<file path="src/rtl/pipe_skid_reg_pkg.sv">
// Shared definitions for the inter-stage pipeline register: FSM states,
// EX/MEM control-bit positions and default widths.
package pipe_pkg;
    typedef enum logic [1:0] {
        ST_EMPTY = 2'd0,
        ST_ONE   = 2'd1,
        ST_TWO   = 2'd2
    } state_e;

    localparam int CTL_REGWRITE = 0;
    localparam int CTL_MEMTOREG = 1;
    localparam int CTL_MEMREAD  = 2;
    localparam int CTL_MEMWRITE = 3;

    localparam int DEF_CTRL_W   = 4;
    localparam int DEF_DATA_W   = 32;
    localparam int DEF_NUM_DATA = 2;
    localparam int DEF_ADDR_W   = 5;
    localparam int DEF_CNT_W    = 16;
endpackage

</file>
<file path="src/rtl/pipe_payload_reg.sv">
// One beat of storage {ctrl, data, rd}: loads on load_i, else holds;
// cleared by the synchronous active-low reset.
module pipe_payload_reg
    import pipe_pkg::*;
#(
    parameter int CTRL_W   = DEF_CTRL_W,
    parameter int DATA_W   = DEF_DATA_W,
    parameter int NUM_DATA = DEF_NUM_DATA,
    parameter int ADDR_W   = DEF_ADDR_W
) (
    input  logic                       clk_i,
    input  logic                       start_i,
    input  logic                       load_i,
    input  logic [CTRL_W-1:0]          ctrl_i,
    input  logic [NUM_DATA*DATA_W-1:0] data_i,
    input  logic [ADDR_W-1:0]          rd_i,
    output logic [CTRL_W-1:0]          ctrl_o,
    output logic [NUM_DATA*DATA_W-1:0] data_o,
    output logic [ADDR_W-1:0]          rd_o
);
    logic [CTRL_W-1:0]          ctrl_d, ctrl_q;
    logic [NUM_DATA*DATA_W-1:0] data_d, data_q;
    logic [ADDR_W-1:0]          rd_d, rd_q;

    always_comb begin
        ctrl_d = ctrl_q;
        data_d = data_q;
        rd_d   = rd_q;
        if (load_i) begin
            ctrl_d = ctrl_i;
            data_d = data_i;
            rd_d   = rd_i;
        end
    end

    always_ff @(posedge clk_i) begin
        if (!start_i) begin
            ctrl_q <= '0;
            data_q <= '0;
            rd_q   <= '0;
        end else begin
            ctrl_q <= ctrl_d;
            data_q <= data_d;
            rd_q   <= rd_d;
        end
    end

    assign ctrl_o = ctrl_q;
    assign data_o = data_q;
    assign rd_o   = rd_q;
endmodule

</file>
<file path="src/rtl/pipe_skid_reg.sv">
// Valid/ready pipeline register with a 2-entry skid buffer, synchronous flush
// and a saturating backpressure counter. Main entry always drives the outputs.
module pipe_skid_reg
    import pipe_pkg::*;
#(
    parameter int CTRL_W   = DEF_CTRL_W,
    parameter int DATA_W   = DEF_DATA_W,
    parameter int NUM_DATA = DEF_NUM_DATA,
    parameter int ADDR_W   = DEF_ADDR_W,
    parameter int CNT_W    = DEF_CNT_W
) (
    input  logic                       clk_i,
    input  logic                       start_i,
    input  logic                       valid_i,
    output logic                       ready_o,
    input  logic [CTRL_W-1:0]          ctrl_i,
    input  logic [NUM_DATA*DATA_W-1:0] data_i,
    input  logic [ADDR_W-1:0]          rd_i,
    output logic                       valid_o,
    input  logic                       ready_i,
    output logic [CTRL_W-1:0]          ctrl_o,
    output logic [NUM_DATA*DATA_W-1:0] data_o,
    output logic [ADDR_W-1:0]          rd_o,
    input  logic                       flush_i,
    output logic [CNT_W-1:0]           stall_cnt_o
);
    state_e             state_d, state_q;
    logic               ready_d, ready_q;
    logic [CNT_W-1:0]   stall_cnt_d, stall_cnt_q;
    logic               in_xfer, out_xfer;
    logic               load_main, load_skid, main_from_skid;

    logic [CTRL_W-1:0]          main_ctrl, skid_ctrl, main_ctrl_in;
    logic [NUM_DATA*DATA_W-1:0] main_data, skid_data, main_data_in;
    logic [ADDR_W-1:0]          main_rd, skid_rd, main_rd_in;

    assign valid_o  = (state_q != ST_EMPTY);
    assign in_xfer  = valid_i & ready_q;
    assign out_xfer = valid_o & ready_i;

    always_comb begin
        state_d        = state_q;
        load_main      = 1'b0;
        load_skid      = 1'b0;
        main_from_skid = 1'b0;
        case (state_q)
            ST_EMPTY: if (in_xfer) begin
                state_d   = ST_ONE;
                load_main = 1'b1;
            end
            ST_ONE: begin
                if (in_xfer && out_xfer) begin
                    load_main = 1'b1;
                end else if (out_xfer) begin
                    state_d = ST_EMPTY;
                end else if (in_xfer) begin
                    state_d   = ST_TWO;
                    load_skid = 1'b1;
                end
            end
            ST_TWO: if (out_xfer) begin
                state_d        = ST_ONE;
                load_main      = 1'b1;
                main_from_skid = 1'b1;
            end
            default: state_d = ST_EMPTY;
        endcase
        // Flush drops everything, including a beat arriving this cycle.
        if (flush_i) begin
            state_d   = ST_EMPTY;
            load_main = 1'b0;
            load_skid = 1'b0;
        end
        ready_d = (state_d != ST_TWO);

        stall_cnt_d = stall_cnt_q;
        if (valid_o && !ready_i && (stall_cnt_q != {CNT_W{1'b1}}))
            stall_cnt_d = stall_cnt_q + 1'b1;
    end

    always_ff @(posedge clk_i) begin
        if (!start_i) begin
            state_q     <= ST_EMPTY;
            ready_q     <= 1'b0;
            stall_cnt_q <= '0;
        end else begin
            state_q     <= state_d;
            ready_q     <= ready_d;
            stall_cnt_q <= stall_cnt_d;
        end
    end

    assign main_ctrl_in = main_from_skid ? skid_ctrl : ctrl_i;
    assign main_data_in = main_from_skid ? skid_data : data_i;
    assign main_rd_in   = main_from_skid ? skid_rd   : rd_i;

    pipe_payload_reg #(
        .CTRL_W(CTRL_W), .DATA_W(DATA_W), .NUM_DATA(NUM_DATA), .ADDR_W(ADDR_W)
    ) u_main (
        .clk_i(clk_i), .start_i(start_i), .load_i(load_main),
        .ctrl_i(main_ctrl_in), .data_i(main_data_in), .rd_i(main_rd_in),
        .ctrl_o(main_ctrl), .data_o(main_data), .rd_o(main_rd)
    );

    pipe_payload_reg #(
        .CTRL_W(CTRL_W), .DATA_W(DATA_W), .NUM_DATA(NUM_DATA), .ADDR_W(ADDR_W)
    ) u_skid (
        .clk_i(clk_i), .start_i(start_i), .load_i(load_skid),
        .ctrl_i(ctrl_i), .data_i(data_i), .rd_i(rd_i),
        .ctrl_o(skid_ctrl), .data_o(skid_data), .rd_o(skid_rd)
    );

    assign ready_o     = ready_q;
    assign ctrl_o      = valid_o ? main_ctrl : '0;
    assign data_o      = main_data;
    assign rd_o        = main_rd;
    assign stall_cnt_o = stall_cnt_q;
endmodule

</file>
<file path="config.mk">
export PLATFORM = sky130hd
export DESIGN_NAME = pipe_skid_reg
export DESIGN_NICKNAME = d
export VERILOG_FILES = /design/src/rtl/pipe_skid_reg_pkg.sv /design/src/rtl/pipe_payload_reg.sv /design/src/rtl/pipe_skid_reg.sv
export SDC_FILE = /design/constraint.sdc
export NUM_CORES = 1
export LEC_CHECK = 0
export CAP_MARGIN = 20
export CORE_UTILIZATION = 34
export CTS_CLUSTER_DIAMETER = 40
export DETAILED_ROUTE_END_ITERATION = 10
export PLACE_DENSITY = 0.67
export SLEW_MARGIN = 20
export SYNTH_ARGS = -nofsm -noshare
export SYNTH_HDL_FRONTEND = slang
export SYNTH_SLANG_ARGS = --single-unit
</file>
<file path="constraint.sdc">
create_clock -name clk_i -period 5.46 [get_ports clk_i]
set_clock_uncertainty 0.2 [all_clocks]
set_input_delay 1.365 -clock clk_i [delete_from_list [all_inputs] [get_ports clk_i]]
set_output_delay 1.365 -clock clk_i [all_outputs]
set_load 0.01 [all_outputs]
</file>
==> results.py <==
metrics = {
    "cells_and_area": {
        "final_cell_area_mm2": 0.00913,
        "n_antenna_cell": 0,
        "fin_nets": 980,
        "syn2layout_area_growth_pct": 35.8,
        "layout-drive-gt1-share": 0.0494,
        "fillCellCount": 1890,
    },
    "pwr": {
        "p_sw_frac": 0.226,
        "clockPowerShare": 0.423,
        "p_int_mw": 2.08,
        "seq_power_share": 0.472,
        "peakVddDrop_v": 0.000200,
        "p_switching_mw": 0.606,
        "power_density_mw_per_mm2": 294,
        "leakagePower_nw": 3.51,
        "combinationalPowerShare": 0.105,
    },
    "worst_setup_path": {
        "critical_path.slowest_cell": "buf_4",
        "crit_top_cell": "buf_4",
        "cp.depth": 6,
        "critPathKind": "in -> reg",
        "worstPathMaxFanout": 41,
        "crit_path_end_kind": "flop",
        "critPathArrivalTime_ns": 3.83,
        "r2r_cells": 5,
        "start_kind": "input pin",
        "cp_top_family": "buffers and inverters",
        "slowest_delay_ns": 0.62,
        "critPathBufInv": 3,
        "required_ns": 5.57,
        "cp_cell_sequence": "clkdlybuf4s50_1 > nand3b_1 > buf_4 > buf_4 > mux2i_1 > a211oi_1",
    },
    "clock_tree": {
        "cts_tree": "done",
        "post_cts_resized": 0,
        "post_cts_buffers": 0,
        "holdBufCountCts": 0,
        "h-tree-depth": 4,
        "clk_latency_ns": 0.41,
        "clkTransAtPathRegs_ns": 0.06,
        "cts.sink_count": 165,
        "numCtsBuffers": 17,
        "clock-root-buffer": "clkbuf_16",
        "cts.path.max_buffers": 2,
    },
    "synthesis": {
        "synth_area_mm2": 0.00672,
        "synth_xor_area_frac": 0.00130,
        "synthMuxAreaShare": 0.118,
        "synth_fa_ha_area_frac": 0.00186,
        "synth_edf_count": 0,
        "synth_top_family_by_area": "simple AND/OR/NAND/NOR gates",
        "yosys_warnings": 0,
        "synthesis.nets": 846,
        "synth_flop_cell": "dfxtp_1",
        "yosysUniqueCellTypes": 40,
        "yosys.area_share.simple": 0.177,
        "post_synth_inst_count": 767,
        "yosysSeqAreaShare": 0.492,
        "async_flop_share": 0,
        "avgSynthCellArea_um2": 8.76,
        "ys_ff_latch": 165,
        "synth-compound-area-share": 0.163,
    },
    "place": {
        "pre_cts_slack_ns": 1.30,
        "routabilityCongestion": 0.762,
        "hpwl_um": 10400,
        "port_buffers": 168,
        "placed_area_mm2": 0.00857,
    },
    "sta": {
        "max_freq_mhz": 268,
        "setup_viol": 0,
        "hold_slack_ns": 0.252,
        "period_share": 0.682,
        "fin_ws_ns": 1.73,
        "rsz0062_at_grt": "false",
        "fin_crit_ns": 3.73,
        "finalHoldViolCount": 0,
        "timing.final.max_slew_violations": 0,
        "slew_headroom": 0.385,
        "tns_ns": 0,
        "tightest_slew_ns": 0.910,
    },
    "route": {
        "drt_pass1_iterations": 6,
        "first_iter_violations": 168,
        "post_drt_via_cell_ratio": 4.82,
        "vias": 5670,
        "wirelength_um": 16300,
        "post_drt_wl_per_cell_um": 13.8,
        "detail-route-antenna-nets": 0,
        "drc_errors": 0,
    },
    "global_route": {
        "grt_antenna_before_repair": 0,
        "grt.overflow.total": 0,
        "grt_max_degree": 88,
        "track_usage": 0.161,
        "grt_pass1_vias": 5184,
        "grt_pass1_wl_um": 25900,
    },
    "floorplan": {
        "start_util": 0.346,
        "core_area_mm2": 0.0194,
        "rows": 51,
        "dieArea_mm2": 0.0203,
        "die_y_um": 143,
        "fp.dieW_um": 143,
        "pin_count": 169,
    },
    "worst_hold_path": {
        "min_path_type": "reg -> reg",
        "worstHoldPathCells": 2,
    },
    "run_status": {
        "status": "completed",
    },
    "run": {
        "drv_cap": 0,
    },
}
==> power by group through the flow <==
stage / sequential, mW / combinational [mW] / clock (mW)
after global placement: 1.29 / 0.282 / 0
after global routing: 1.27 / 0.308 / 1.23
final: 1.27 / 0.281 / 1.14
after floorplan: 1.31 / 0.108 / 0
after CTS: 1.27 / 0.284 / 1.18
after detailed placement: 1.29 / 0.283 / 0
==> registers in the layout (all words and copies together) (netlist names) <==
| register | count |
|---|---|
| ready_o | 1 |
| stall_cnt_o | 16 |
| state_q | 2 |
| u_main.ctrl_o | 4 |
| u_main.data_o | 64 |
| u_main.rd_o | 5 |
| u_skid.ctrl_o | 4 |
| u_skid.data_o | 64 |
| u_skid.rd_o | 5 |
==> worst reg2reg max path: stages, from the launching register on <==
cell and delay [ns]:
dfxtp_1 0.57, nand3b_1 0.23, buf_4 0.61, buf_4 0.64, mux2i_1 0.16, a211oi_1 0.28
==> synthesized netlist by cell type (2+ instances only) <==
cell type	count	area, um^2
clkbuf_1	32	120
o31ai_1	4	30.0
o21ai_0	4	20.0
inv_1	3	11.3
clkbuf_8	3	41.3
o41ai_1	2	17.5
and3_1	4	25.0
nand2b_1	3	18.8
nand3_1	5	25.0
nor2b_1	4	25.0
nand2_1	157	589
buf_2	24	120
a31oi_1	3	18.8
dfxtp_1	165	3300
a21oi_1	81	405
or4_1	4	30.0
a211oi_1	74	556
nor2_1	81	304
mux2i_1	79	791
nor4_1	4	25.0
or3_1	3	18.8
buf_6	2	22.5
nand4_1	4	25.0
nor3_1	6	30.0
==> through the flow <==
| stage | instances | power (mW) | utilization |
|---|---|---|---|
| floorplan | 767 | 1.41 | - |
| global placement | 1147 | 1.57 | 0.442 |
| detailed placement | 1147 | 1.58 | 0.442 |
| CTS | 1176 | 2.73 | 0.470 |
| global route | 1176 | 2.81 | 0.470 |
| finish | 1176 | 2.68 | 0.470 |
==> per-layer routing <==
metal  vias up  part of all wire  routed length [um]  track usage
li1       2944                 -                   -            -
met1      2588              0.49                7890        0.215
met2       124              0.46                7430        0.255
met3        14             0.047                 765       0.0347
met4         0             0.011                 178       0.0543
met5         -                 0                   0            0
==> logic make-up after synthesis <==
| family | after synthesis |
|---|---|
| DFF | 165 |
| buffers and inverters | 66 |
| AOI/OAI and AO/OA | 172 |
| and+or+nand+nor | 283 |
| adders and majority gates | 1 |
| xor gates and xnor gates | 1 |
| muxes | 79 |
==> layout by cell type (no fill, tap or decap), drive strengths merged, types with 2 or more instances in the layout <==
cell	synthesis	final
a211oi	74	74
a21oi	81	81
a31oi	3	3
and3	5	5
buf	26	9
bufinv	0	2
clkbuf	36	21
clkdlybuf4s50	0	168
clkinv	0	3
clkinvlp	0	2
dfxtp	165	165
inv	4	5
mux2i	79	79
nand2	157	157
nand2b	3	3
nand3	6	6
nand4	4	4
nor2	81	81
nor2b	4	4
nor3	6	6
nor4	4	4
o21ai	4	4
o31ai	4	4
o41ai	2	2
or3	4	4
or4	4	4
==> area by class of cell <==
class | count | area [um^2] | share of cell area
clock inverter | 8 | 103 | 0.0112
multi-input combinational | 536 | 3120 | 0.342
sequential | 165 | 3300 | 0.362
clock buffer | 21 | 450 | 0.0494
inverter | 4 | 17.5 | 0.00192
tap | 265 | 332 | 0.0363
timing repair buffer | 177 | 1800 | 0.197
==> worst paths after layout <==
kind,start,to,slack (ns)
setup / recovery,ready_i,u_main.data_o[24],1.73
hold / removal,u_skid.rd_o[3],u_skid.rd_o[3],0.25
setup reg to reg,state_q[0],u_main.data_o[24],2.65
hold reg to reg,u_skid.rd_o[3],u_skid.rd_o[3],0.25
Note: power is estimated with default switching activity, not from simulation.
